$ cat src/rtl/grey_display_if.sv
// Load/digit bus and LED outputs of the grey_display sequencer.
// The master drives the captured grey digits; the slave shows them.
interface grey_display_if;
    logic       i_load;
    logic [4:0] i_100;
    logic [4:0] i_010;
    logic [4:0] i_001;
    logic [7:0] o_LED;
    logic       o_busy;
    logic       o_err;

    modport master (
        output i_load, i_100, i_010, i_001,
        input  o_LED, o_busy, o_err
    );

    modport slave (
        input  i_load, i_100, i_010, i_001,
        output o_LED, o_busy, o_err
    );
endinterface

$ cat src/rtl/grey_display.sv
// Decodes a captured 3-digit grey count and shows it digit by digit
// on a single seven-segment bus, each digit held for pHOLD cycles.
module grey_display #(
    parameter int pHOLD  = 1000,
    parameter bit pBLANK = 1'b1
) (
    input  logic           i_clk,
    input  logic           i_rst,
    grey_display_if.slave  bus
);
    localparam int CW = $clog2(pHOLD + 1);
    localparam logic [CW-1:0] LAST = CW'(pHOLD - 1);

    typedef enum logic [2:0] {
        IDLE, D100, D010, D001, GAP
    } state_t;

    function automatic logic [4:0] grey_dec(input logic [4:0] g);
        logic [4:0] b;
        b[4] = g[4];
        for (int i = 3; i >= 0; i--) begin
            b[i] = b[i+1] ^ g[i];
        end
        return b;
    endfunction

    function automatic logic [6:0] seg7(input logic [4:0] v);
        logic [6:0] s;
        unique case (v)
            5'd0:    s = 7'h3F;
            5'd1:    s = 7'h06;
            5'd2:    s = 7'h5B;
            5'd3:    s = 7'h4F;
            5'd4:    s = 7'h66;
            5'd5:    s = 7'h6D;
            5'd6:    s = 7'h7D;
            5'd7:    s = 7'h07;
            5'd8:    s = 7'h7F;
            5'd9:    s = 7'h6F;
            default: s = 7'h79;
        endcase
        return s;
    endfunction

    state_t        state_q, state_d;
    logic [CW-1:0] cnt_q, cnt_d;
    logic [4:0]    h_q, h_d;
    logic [4:0]    t_q, t_d;
    logic [4:0]    u_q, u_d;
    logic [7:0]    led_q, led_d;
    logic          busy_q, busy_d;
    logic          err_q, err_d;

    logic [4:0] dh, dt, du;
    logic       last;
    logic       blank_h, blank_t;

    always_comb begin
        dh      = grey_dec(bus.i_100);
        dt      = grey_dec(bus.i_010);
        du      = grey_dec(bus.i_001);
        last    = (cnt_q == LAST);
        state_d = state_q;
        cnt_d   = cnt_q;
        h_d     = h_q;
        t_d     = t_q;
        u_d     = u_q;
        err_d   = err_q;

        unique case (state_q)
            IDLE: begin
                cnt_d = '0;
                if (bus.i_load) begin
                    state_d = D100;
                    h_d     = dh;
                    t_d     = dt;
                    u_d     = du;
                    err_d   = (dh > 5'd9) | (dt > 5'd9) | (du > 5'd9);
                end
            end
            D100, D010, D001, GAP: begin
                if (last) begin
                    cnt_d = '0;
                    unique case (state_q)
                        D100:    state_d = D010;
                        D010:    state_d = D001;
                        D001:    state_d = GAP;
                        default: state_d = IDLE;
                    endcase
                end else begin
                    cnt_d = cnt_q + CW'(1);
                end
            end
            default: begin
                state_d = IDLE;
                cnt_d   = '0;
            end
        endcase

        // Invalid digits are nonzero, so they can never be blanked here.
        blank_h = pBLANK && (h_d == 5'd0);
        blank_t = blank_h && (t_d == 5'd0);

        unique case (state_d)
            D100:    led_d = {1'b1, blank_h ? 7'h00 : seg7(h_d)};
            D010:    led_d = {1'b0, blank_t ? 7'h00 : seg7(t_d)};
            D001:    led_d = {1'b0, seg7(u_d)};
            default: led_d = 8'h00;
        endcase
        busy_d = (state_d != IDLE);
    end

    always_ff @(posedge i_clk) begin
        if (i_rst) begin
            state_q <= IDLE;
            cnt_q   <= '0;
            h_q     <= '0;
            t_q     <= '0;
            u_q     <= '0;
            led_q   <= 8'h00;
            busy_q  <= 1'b0;
            err_q   <= 1'b0;
        end else begin
            state_q <= state_d;
            cnt_q   <= cnt_d;
            h_q     <= h_d;
            t_q     <= t_d;
            u_q     <= u_d;
            led_q   <= led_d;
            busy_q  <= busy_d;
            err_q   <= err_d;
        end
    end

    assign bus.o_LED  = led_q;
    assign bus.o_busy = busy_q;
    assign bus.o_err  = err_q;
endmodule

$ cat src/flat_wrapper.sv
// flat-port wrapper written by rule: the top's interface ports become plain ports
module grey_display_flat 
#(
    parameter int pHOLD  = 1000,
    parameter bit pBLANK = 1'b1
)
  (i_clk, i_rst, bus_i_load, bus_i_100, bus_i_010, bus_i_001, bus_o_LED, bus_o_busy, bus_o_err);
  grey_display_if bus_i ();
  input  logic i_clk;
  input  logic i_rst;
  input wire logic [$bits(bus_i.i_load)-1:0] bus_i_load;
  input wire logic [$bits(bus_i.i_100)-1:0] bus_i_100;
  input wire logic [$bits(bus_i.i_010)-1:0] bus_i_010;
  input wire logic [$bits(bus_i.i_001)-1:0] bus_i_001;
  output wire logic [$bits(bus_i.o_LED)-1:0] bus_o_LED;
  output wire logic [$bits(bus_i.o_busy)-1:0] bus_o_busy;
  output wire logic [$bits(bus_i.o_err)-1:0] bus_o_err;
  assign bus_i.i_load = bus_i_load;
  assign bus_i.i_100 = bus_i_100;
  assign bus_i.i_010 = bus_i_010;
  assign bus_i.i_001 = bus_i_001;
  assign bus_o_LED = bus_i.o_LED;
  assign bus_o_busy = bus_i.o_busy;
  assign bus_o_err = bus_i.o_err;
  grey_display #(.pHOLD(pHOLD), .pBLANK(pBLANK)) u_core (.i_clk(i_clk), .i_rst(i_rst), .bus(bus_i));
endmodule
$ cat config.mk
export PLATFORM = sky130hd
export DESIGN_NAME = grey_display_flat
export DESIGN_NICKNAME = d
export VERILOG_FILES = /design/src/rtl/grey_display_if.sv /design/src/rtl/grey_display.sv /design/src/flat_wrapper.sv
export SDC_FILE = /design/constraint.sdc
export NUM_CORES = 1
export LEC_CHECK = 0
export CAP_MARGIN = 25
export CORE_MARGIN = 2
export CORE_UTILIZATION = 45
export CTS_BUF_LIST = sky130_fd_sc_hd__clkbuf_16
export DETAILED_ROUTE_END_ITERATION = 7
export PLACE_DENSITY = 0.68
export SYNTH_ARGS = -nofsm -noshare
export SYNTH_HDL_FRONTEND = slang
export SYNTH_SLANG_ARGS = --single-unit
$ cat constraint.sdc
create_clock -name i_clk -period 8.5 [get_ports i_clk]
set_input_delay 1.7 -clock i_clk [delete_from_list [all_inputs] [get_ports i_clk]]
set_output_delay 1.7 -clock i_clk [all_outputs]
set_load 0.02 [all_outputs]
==> results.txt <==
The flow ran to the end, and the final reports show no timing, DRC or antenna violations. The worst setup path is launched from an input port. The final worst-path cycle share came out at 0.640. Once the clock tree was built, the setup fixing pass inserted 0 buffers. After detailed routing, the total wire length is between 5000 and 6000 um. The die is about 80 um tall.

The critical path in this run is classified as in2reg. The clock tree from TritonCTS is built. The number of fill cells is around 530. Clock tree synthesis selected as its root buffer the cell clkbuf_16.

The sequential cell area in the final layout came out at around 760 sq um. The final HPWL from detailed placement came out at ~4300 um. The category of the worst setup path capture point is a flop. The number of synthesis warnings is 0. Of the cells placed in the final design, the portion with a size suffix greater than 1 is 0.0578.

For the worst setup path, the data required time is 8650 ps. The post-synthesis to final-layout area growth is 18.4%. The routability-driven placement congestion ratio is roughly 0.88.

In this run the remaining antenna-violating nets after routing total 0. The final worst clock skew came out at about 4.8 ps. In the final timing run, aggregate negative setup slack is 0 ps. The number of enable-type register cells in the synthesized netlist came out at 0. The slew at the pin closest to its max-slew limit came out at a little over 900 ps. The number of placed cells counting well taps is 393.

The count of different cell masters after synthesis is 49. The number of nets in the final layout came out at roughly 380. The reported leakage power is approximately 1.3 nW.

The net count after synthesis is between 300 and 400. The synthesized area divided by synthesized cell count is between 8 and 9 sq um. Once the clock tree was built, the resizer swapped 0 gates to a different size.

The routed layout has 2178 vias. The async set or reset register ratio after synthesis came out at 0. The final hold violation count is 0. The site row count came out at 27. The clock buffer count from CTS came out at 5. In this run the worst hold path is classified as reg2reg. The number of top-level pins came out at 28. Across every metal layer, demand over resource in global routing totals 0.197.

The via count of the first global-routing pass came to 2109. The standard cell core area came out at between 5000 and 6000 sq um. The peak ir drop on the vdd network came out at just under 0.09 mV. The number of antenna violations at the first check in global routing is 0. The tightest slew margin relative to the limit came out at 0.376.

The number of design rule violations left after detail routing is 0. Excluding fillers, the count of instances in the completed layout stands at between 400 and 500. For this block, the initial DRC count from the detailed router was 132.

The post-synthesis sequential element count is 38. The total power per unit cell area came out at roughly 180 nW/um^2. The post-synth design cell area is approximately 2500 sq um. The number of sinks driven by the clock tree is 38. 0 antenna diodes ended up in the layout. The clock latency of the later-clocked register in the worst-skew pair is around 280 ps. The number of setup violations in the final report is 0. The data arrival at the endpoint of the critical path came out at between 5000 and 6000 ps.

The first global-routing pass estimated about 9700 um of wire. The area enclosed by the die boundary came out at ~6200 sq um. Among all flip-flop cells after synthesis, the most frequent one is dfxtp_1. The library cells used most frequently in the layout, excluding fill and tap cells, are nor2_1, dfxtp_1, ha_1.

The library cell used most frequently in the layout, excluding fill and tap cells, is nor2_1. Along the worst path, the maximum fanout reaches 7. The worst-case clock buffer depth came out at 2. The multi-input combinational cells in the finished layout cover a total of between 1500 and 2000 sq um. The H-tree was split into 2 levels. The floorplan die width is ~79 um.

The number of port buffers is 27. The fraction of the yosys area taken by sequential cells is 0.302. The max-slew violation count is 0. In the routed layout, each cell is associated on average with a via count of ~5.4. Counting every instance in the synthesized netlist gives about 300. Subtracting the final worst setup slack from the clock period gives around 5400 ps. The first-pass iteration count of the detailed router is 4. Setup repair after global routing left no endpoint under its margin. The maximum number of pins on one net before global-route repair is 33.

Dividing the detail-routed wire length by the instance count gives 14.1 um. The cts-stage hold buffer count is 0. The effective utilization at floorplan is 0.460.

The clock transition at the registers of the reported paths came out at around 60 ps. The overall overflow remaining after global route is 0. The number of max-cap violations is 0.

The highest clock rate came out at 184 MHz.
==> per-stage QoR <==
step	setup slack, ps	hold slack, ps	cell area [sq um]	util	total power [mW]
2_1_floorplan	3910	430	2520	-	0.310
3_3_place_gp	2810	447	2840	0.519	0.353
3_5_place_dp	2780	455	2840	0.519	0.355
4_1_cts	3070	470	2980	0.545	0.536
5_1_grt	2640	488	2980	0.545	0.565
6_report	3060	466	2980	0.545	0.531
==> cells by family (layout without fill, tap and decap cells) <==
logic type | after synthesis | count (layout) | share of synthesized area
flip-flops | 38 | 38 | 0.302
AND/OR/NAND/NOR | 108 | 108 | 0.213
multiplexers | 16 | 16 | 0.0755
XOR/XNOR | 10 | 10 | 0.0348
AO/OA/AOI/OAI | 64 | 64 | 0.163
buffers and inverters | 37 | 63 | 0.0626
adder cells (fa/ha/maj) | 30 | 30 | 0.149
==> sequential cells by signal, indices dropped and copies added, names as in the netlist <==
name,flops
u_core.cnt_q,10
u_core.bus.o_LED,8
u_core.h_q,5
u_core.t_q,5
u_core.u_q,5
u_core.state_q,3
u_core.bus.o_busy,1
u_core.bus.o_err,1
==> Yosys cell counts (3+ instances only) <==
cell / count / area, sq um
nor2_1: 47 / 176
dfxtp_1: 38 / 761
ha_1: 30 / 375
inv_1: 26 / 97.6
o21ai_0: 18 / 90.1
nor3_1: 14 / 70.1
nand2_1: 13 / 48.8
a21oi_1: 12 / 60.1
mux2i_1: 12 / 120
nand3_1: 11 / 55.1
a31oi_1: 9 / 56.3
xor2_1: 6 / 52.6
clkbuf_1: 5 / 18.8
a22oi_1: 4 / 30.0
nor2b_1: 4 / 25.0
xnor2_1: 4 / 35.0
a211oi_1: 3 / 22.5
buf_2: 3 / 15.0
nor4b_1: 3 / 26.3
o211ai_1: 3 / 22.5
==> worst max-delay path, cell delays in order <==
cell and delay, ps:
clkdlybuf4s50_1 540, inv_1 90, ha_1 360, inv_1 60, ha_1 330, inv_1 60
ha_1 280, inv_1 50, ha_1 290, nor2_1 50, a21oi_1 380, ha_1 270
nor4b_1 260, mux2i_1 170, a211oi_1 270, nor3b_2 130, o21ai_0 150, a31oi_1 140
==> final cells by class <==
| type | instances | share of cell area |
|---|---|---|
| clock buffers | 5 | 0.0419 |
| inverters | 26 | 0.0327 |
| repair buffers | 29 | 0.0956 |
| well taps | 72 | 0.0302 |
| clock inverters | 3 | 0.00545 |
| multi-input cells | 228 | 0.539 |
| flip-flops and latches | 38 | 0.255 |
==> path summary, 6_finish.rpt <==
kind | cells after the start | end | start | slack, ps
min | 1 | u_core.cnt_q[0]$_SDFF_PP0_ | u_core.cnt_q[0]$_SDFF_PP0_ | 470
min reg2reg | 1 | u_core.cnt_q[0]$_SDFF_PP0_ | u_core.cnt_q[0]$_SDFF_PP0_ | 470
max reg2reg | 10 | u_core.bus.o_LED[3]$_SDFF_PP0_ | u_core.state_q[2]$_SDFF_PP0_ | 5240
max | 18 | u_core.bus.o_LED[3]$_SDFF_PP0_ | bus_i_100[4] | 3060
==> metal layers <==
layer / GRT usage / share of wire
met5: 0 / 0
met1: 0.260 / 0.47
met2: 0.317 / 0.47
met3: 0.0409 / 0.048
met4: 0.0724 / 0.013
==> power breakdown <==
part / total, mW / internal, mW / leakage [nW] / switching (mW)
registers: 0.197 / 0.190 / 0.311 / 0.00729
logic: 0.155 / 0.0667 / 0.873 / 0.0881
clock network: 0.179 / 0.107 / 0.0672 / 0.0716
total: 0.531 / 0.364 / 1.25 / 0.167
(Power assumes the default switching activity.)
